### src/rtl/pix_serial_link.sv
// Camera byte stream -> PIX_W-bit pixels -> FIFO -> UART-style serial line.
// Serial state advances only on ser_en ticks; Serot idles high.
module pix_serial_link #(
  parameter int PIX_W         = 12,
  parameter int BYTES_PER_PIX = 2,
  parameter int FIFO_DEPTH    = 16,
  parameter int LSB_FIRST     = 0
) (
  input  logic                          clk,
  input  logic                          nRst,
  input  logic                          VSYNC,
  input  logic                          HREF,
  input  logic [7:0]                    pixdata,
  input  logic                          ser_en,
  output logic                          Serot,
  output logic                          Wrtcmplt,
  output logic [$clog2(FIFO_DEPTH):0]   fifo_level,
  output logic                          overflow,
  output logic                          busy
);

  localparam int AW  = 8 * BYTES_PER_PIX;
  localparam int BCW = (BYTES_PER_PIX > 1) ? $clog2(BYTES_PER_PIX) : 1;
  localparam int PW  = $clog2(FIFO_DEPTH);
  localparam int LW  = PW + 1;
  localparam int CW  = (PIX_W > 1) ? $clog2(PIX_W) : 1;

  typedef enum logic [1:0] {IDLE, DATA, STOP} st_t;

  // ---------------- byte assembly ----------------
  logic [AW-1:0]    acc_q, acc_d;
  logic [AW+7:0]    acc_ext;
  logic [BCW-1:0]   bcnt_q, bcnt_d;
  logic [PIX_W-1:0] pix_q, pix_d;
  logic             push_q, push_d;
  logic             vs_q;
  logic             active, last_byte;
  logic             unused_acc;

  assign acc_ext    = {acc_q, pixdata};
  assign active     = HREF & ~VSYNC;
  assign last_byte  = (bcnt_q == BCW'(BYTES_PER_PIX - 1));
  // Bytes above the pixel width are deliberately dropped.
  assign unused_acc = ^acc_ext[AW+7:PIX_W];

  always_comb begin
    acc_d  = acc_q;
    bcnt_d = bcnt_q;
    pix_d  = pix_q;
    push_d = 1'b0;
    if (active) begin
      acc_d = acc_ext[AW-1:0];
      if (last_byte) begin
        pix_d  = acc_ext[PIX_W-1:0];
        push_d = 1'b1;
        bcnt_d = '0;
      end else begin
        bcnt_d = bcnt_q + 1'b1;
      end
    end else begin
      bcnt_d = '0;
    end
  end

  always_ff @(posedge clk or negedge nRst) begin
    if (!nRst) begin
      acc_q  <= '0;
      bcnt_q <= '0;
      pix_q  <= '0;
      push_q <= 1'b0;
      vs_q   <= 1'b0;
    end else begin
      acc_q  <= acc_d;
      bcnt_q <= bcnt_d;
      pix_q  <= pix_d;
      push_q <= push_d;
      vs_q   <= VSYNC;
    end
  end

  // ---------------- pixel FIFO ----------------
  logic [PIX_W-1:0] mem_q [FIFO_DEPTH];
  logic [PW-1:0]    wptr_q, rptr_q;
  logic [LW-1:0]    level_q, level_d;
  logic             ovf_q, ovf_d;
  logic             pop, full, do_push, drop, vs_rise;

  assign full    = (level_q == LW'(FIFO_DEPTH));
  assign do_push = push_q & (~full | pop);
  assign drop    = push_q & full & ~pop;
  assign vs_rise = VSYNC & ~vs_q;

  always_comb begin
    level_d = level_q;
    case ({do_push, pop})
      2'b10:   level_d = level_q + 1'b1;
      2'b01:   level_d = level_q - 1'b1;
      default: level_d = level_q;
    endcase
    ovf_d = ovf_q;
    if (drop)         ovf_d = 1'b1;
    else if (vs_rise) ovf_d = 1'b0;
  end

  always_ff @(posedge clk) begin
    if (do_push) mem_q[wptr_q] <= pix_q;
  end

  always_ff @(posedge clk or negedge nRst) begin
    if (!nRst) begin
      wptr_q  <= '0;
      rptr_q  <= '0;
      level_q <= '0;
      ovf_q   <= 1'b0;
    end else begin
      if (do_push) wptr_q <= wptr_q + 1'b1;
      if (pop)     rptr_q <= rptr_q + 1'b1;
      level_q <= level_d;
      ovf_q   <= ovf_d;
    end
  end

  // ---------------- serial FSM ----------------
  st_t              state_q, state_d;
  logic [PIX_W-1:0] shift_q, shift_d;
  logic [CW-1:0]    bit_q, bit_d;
  logic             serot_q, serot_d;

  always_ff @(posedge clk or negedge nRst) begin
    if (!nRst) begin
      state_q <= IDLE;
      shift_q <= '0;
      bit_q   <= '0;
      serot_q <= 1'b1;
    end else begin
      state_q <= state_d;
      shift_q <= shift_d;
      bit_q   <= bit_d;
      serot_q <= serot_d;
    end
  end

  always_comb begin
    state_d = state_q;
    if (ser_en) begin
      case (state_q)
        IDLE:    if (level_q != '0) state_d = DATA;
        DATA:    if (bit_q == CW'(PIX_W - 1)) state_d = STOP;
        STOP:    state_d = IDLE;
        default: state_d = IDLE;
      endcase
    end
  end

  always_comb begin
    pop     = 1'b0;
    shift_d = shift_q;
    bit_d   = bit_q;
    serot_d = serot_q;
    if (ser_en) begin
      case (state_q)
        IDLE: begin
          serot_d = 1'b1;
          if (level_q != '0) begin
            pop     = 1'b1;
            shift_d = mem_q[rptr_q];
            serot_d = 1'b0;
            bit_d   = '0;
          end
        end
        DATA: begin
          if (LSB_FIRST != 0) begin
            serot_d = shift_q[0];
            shift_d = shift_q >> 1;
          end else begin
            serot_d = shift_q[PIX_W-1];
            shift_d = shift_q << 1;
          end
          bit_d = bit_q + 1'b1;
        end
        STOP:    serot_d = 1'b1;
        default: serot_d = 1'b1;
      endcase
    end
  end

  assign Serot      = serot_q;
  assign Wrtcmplt   = push_q;
  assign fifo_level = level_q;
  assign overflow   = ovf_q;
  assign busy       = (state_q != IDLE);

endmodule

### config.mk
export PLATFORM = sky130hd
export DESIGN_NAME = pix_serial_link
export DESIGN_NICKNAME = d
export VERILOG_FILES = /design/src/rtl/pix_serial_link.sv
export SDC_FILE = /design/constraint.sdc
export NUM_CORES = 1
export LEC_CHECK = 0
export ABC_AREA = 1
export CELL_PAD_IN_SITES_DETAIL_PLACEMENT = 1
export CELL_PAD_IN_SITES_GLOBAL_PLACEMENT = 1
export CORE_UTILIZATION = 51
export CTS_CLUSTER_SIZE = 14
export DETAILED_ROUTE_END_ITERATION = 7
export GPL_TIMING_DRIVEN = 0
export PLACE_DENSITY_LB_ADDON = 0.25
export SLEW_MARGIN = 20
export SYNTH_ARGS = -nofsm -noshare
export SYNTH_HDL_FRONTEND = slang
export SYNTH_SLANG_ARGS = --single-unit
### constraint.sdc
create_clock -name clk -period 2.6 [get_ports clk]
set_input_delay 0.52 -clock clk [delete_from_list [all_inputs] [get_ports clk]]
set_output_delay 0.52 -clock clk [all_outputs]
set_load 0.02 [all_outputs]
==> results.md <==
* Num rows at 50
* Die X-Extent at 142 um
* Max cap viols at 0
* # fillers at 1975
* Final wirelength at 29.9 mm
* Crit path capture type: flip-flop
* Top post-synthesis cells by area: edfxtp_1 57%, dfrtp_1 13%, o21ai_0 5.8%
* Largest net degree at the start of global routing at 53
* P_leak at 0.00422 uW
* Synth async-reset ratio at 21.3%
* Register area share after synthesis at 70.3%
* I/O Buffers at 21
* Commonest non-fill, non-tap cells in the layout: 192 x edfxtp_1, 134 x nor2_1, 117 x o21ai_0
* IO Count at 22
* R2r startpoint: fifo_level[4]
* Die ar. at 0.0203 mm2
* Share of the synthesized area in the top cell type at 57.3%
* Clk pwr share at 27.1%
* Via density at 6.08
* Crit path launch: ser_en
* Comb power frac at 34.5%
* Final worst setup slack at -0.102 ns
* GR Util met3 at 5.18%
* Hold Path Class: input port to asynchronous set/reset pin
* Yosys reg bits at 244
* Path depth of the worst reg2reg path at 8
* Diode count at 0
* Worst vdd ir at 0.000603 V
* Cells after synthesis at 848
* Final Instance Area at 0.0115 mm2
* Post-Layout Cell Count at 1177
* Slew headroom at 41.7%
* Run status: finished with violations
* Die Y-Extent at 142 um
* Clock-pin slew on the worst setup and hold paths at 0.06 ns
* Clk buf depth at 3
* Grt peak-use layer: met2
* Nets at 918
* Initial DRC count at 623
* Pins Over Slew Limit at 0
* Area of the multi-input gates at 0.00270 mm2
* Mapped cell area at 0.0101 mm2
* Fin. Hold Viols at 0
* First-pass GRT wire length at 45.0 mm
* Setup_tns at -4.22 ns
* Initial Utilization at 52.9%
* DP Area at 0.0106 mm2
* Post-CTS Setup Bufs at 0
* Syn-to-layout area delta at 14.5%
* Sw Pwr at 5280 uW
* HPWL after DPL at 19.4 mm
* Residual DRC at 0
* Setup Crit Path Kind: input port to flip-flop
* Max Clock Skew at 0.0135 ns
* Final Critical Period at 2.70 ns
* Sw Ratio at 39.3%
* Layout cells sized above 1 at 10.7%
* Cell internal pwr at 8160 uW
* Final ANT Viol Nets at 0
* Placed insts at 1129
* EDFF count, synth at 192
* Register Area at 0.00707 mm2
* Pwr Density at 1170 mW/mm2
* Critical Path AT at 2.86 ns
* GR Util met1 at 39.9%
* Startpoint class of the critical path: input port
* Crit Path Max Fanout at 12
* Clock sinks at 244
* Sequential share of power at 38.3%
* Syn_nets at 869
* CTS tree: done
* Synth unique cells at 34
* CP Capture Point: mem_q[6][4]
* Total grt overflow at 0
* Ys flop type: edfxtp_1
* Syn Area/Cell at 11.9 um2
* Worst slew pin tran at 0.874 ns
* Worst EP required at 2.75 ns
* Avg WL per Cell at 25.4 um
* Yosys warnings at 0
* Synth area leader: edfxtp_1
* Endpoints failing setup at 60
* Vias at 7153
* Max Fclk at 370 MHz
* Pre-Repair DR Iteration Count at 5
* RR Endpoint: mem_q[6][4]
* Fin util at 60.5%
* H-tree levels at 1
* Leading cell type in the layout, fill and taps excluded: edfxtp_1
* Failing checks: setup timing
* Met2 GRT Util at 50.9%
* Period utilisation layout at 104%
* Initial antenna violation count at 0
* CTS root buf: clkbuf_16
* Vias in the first global route at 7709
* Worst-Skew Late Latency at 0.54 ns
* RSZ-0062 raised after global routing: true
* Placer Congestion at 0.847
* Dpl ws at -0.916 ns
* GRT Total Usage at 30.7%
* Flop-to-flop setup slack at -0.02 ns
* Core footprint at 0.0190 mm2
* Total CTS buffers at 26
[state kept, by name, indices dropped and copies added (netlist names)]
signal / count
mem_q: 192
acc_q: 4
state_q: 2
vs_q: 1
wptr_q: 4
Wrtcmplt: 1
bit_q: 4
Serot: 1
shift_q: 12
pix_q: 12
bcnt_q: 1
fifo_level: 5
rptr_q: 4
overflow: 1
[cell usage after synthesis (all sizes together) (5+ instances only)]
cell,instances
edfxtp,192
nor2,154
o21ai,123
nand2,120
dfrtp,51
nand3,46
inv,40
o211ai,30
buf,22
clkbuf,21
o221ai,18
ha,8
xor2,8
nand4,5
[cell families after synthesis]
logic type / count (synthesis) / share of synthesized area, %
buf+inv: 85 / 3.78
flops: 244 / 70.3
fa+ha+maj: 8 / 0.996
xor+xnor: 8 / 0.697
simple gates: 328 / 14.1
compound gates: 175 / 10.2
[power by group through the flow]
stage	Combinational [uW]	Sequential [uW]	Clock, uW
6_report	4640	5150	3650
5_1_grt	4960	5200	3780
4_1_cts	4510	5140	3650
3_5_place_dp	4420	5210	0
3_3_place_gp	4130	5170	0
2_1_floorplan	2710	5080	0
[critical path: stages]
cell and delay, ns:
clkdlybuf4s50_1 0.55, inv_2 0.11, nor2_8 0.17, nand2_4 0.12, nand4_2 0.12, nand2_2 0.12
inv_4 0.14, nand2_1 0.27, nor2_2 0.70
[through the flow]
stage          hold WS [ns]  total power (uW)
3_3_place_gp          0.415              9290
6_report             0.0283             13400
2_1_floorplan         0.224              7790
4_1_cts              0.0556             13300
3_5_place_dp          0.419              9630
5_1_grt              0.0944             13900
[cell type report]
cell class | count | share of cell area (%)
multi-input cells | 519 | 23.5
flip-flops and latches | 244 | 61.4
clock inverters | 14 | 0.956
inverters | 42 | 1.41
clock buffers | 34 | 6.27
well taps | 260 | 2.83
repair buffers | 21 | 1.80
plain buffers | 43 | 1.89
[metal layers]
layer  vias to the layer above  routed length (um)
li1                       3107                   -
met1                      3640               12000
met2                       331               14500
met3                        75                2300
met4                         0                1120
met5                         -                   0
[worst min path at each step]
stage | endpoint | depth (start not counted) | from
detailed placement | bcnt_q | 1 | bcnt_q
CTS | fifo_level[4] | 1 | nRst
global placement | bcnt_q | 1 | bcnt_q
global route | fifo_level[4] | 1 | nRst
finish | fifo_level[4] | 1 | nRst
floorplan | Wrtcmplt | 0 | nRst
[timing repair]
item,4_1_cts,5_1_grt
endpoints found under the hold margin,0,0
hold buffers,0,0
pin swaps,0,0
setup endpoints to repair,84,180
resized for setup,5,10
(Power assumes the default switching activity.)
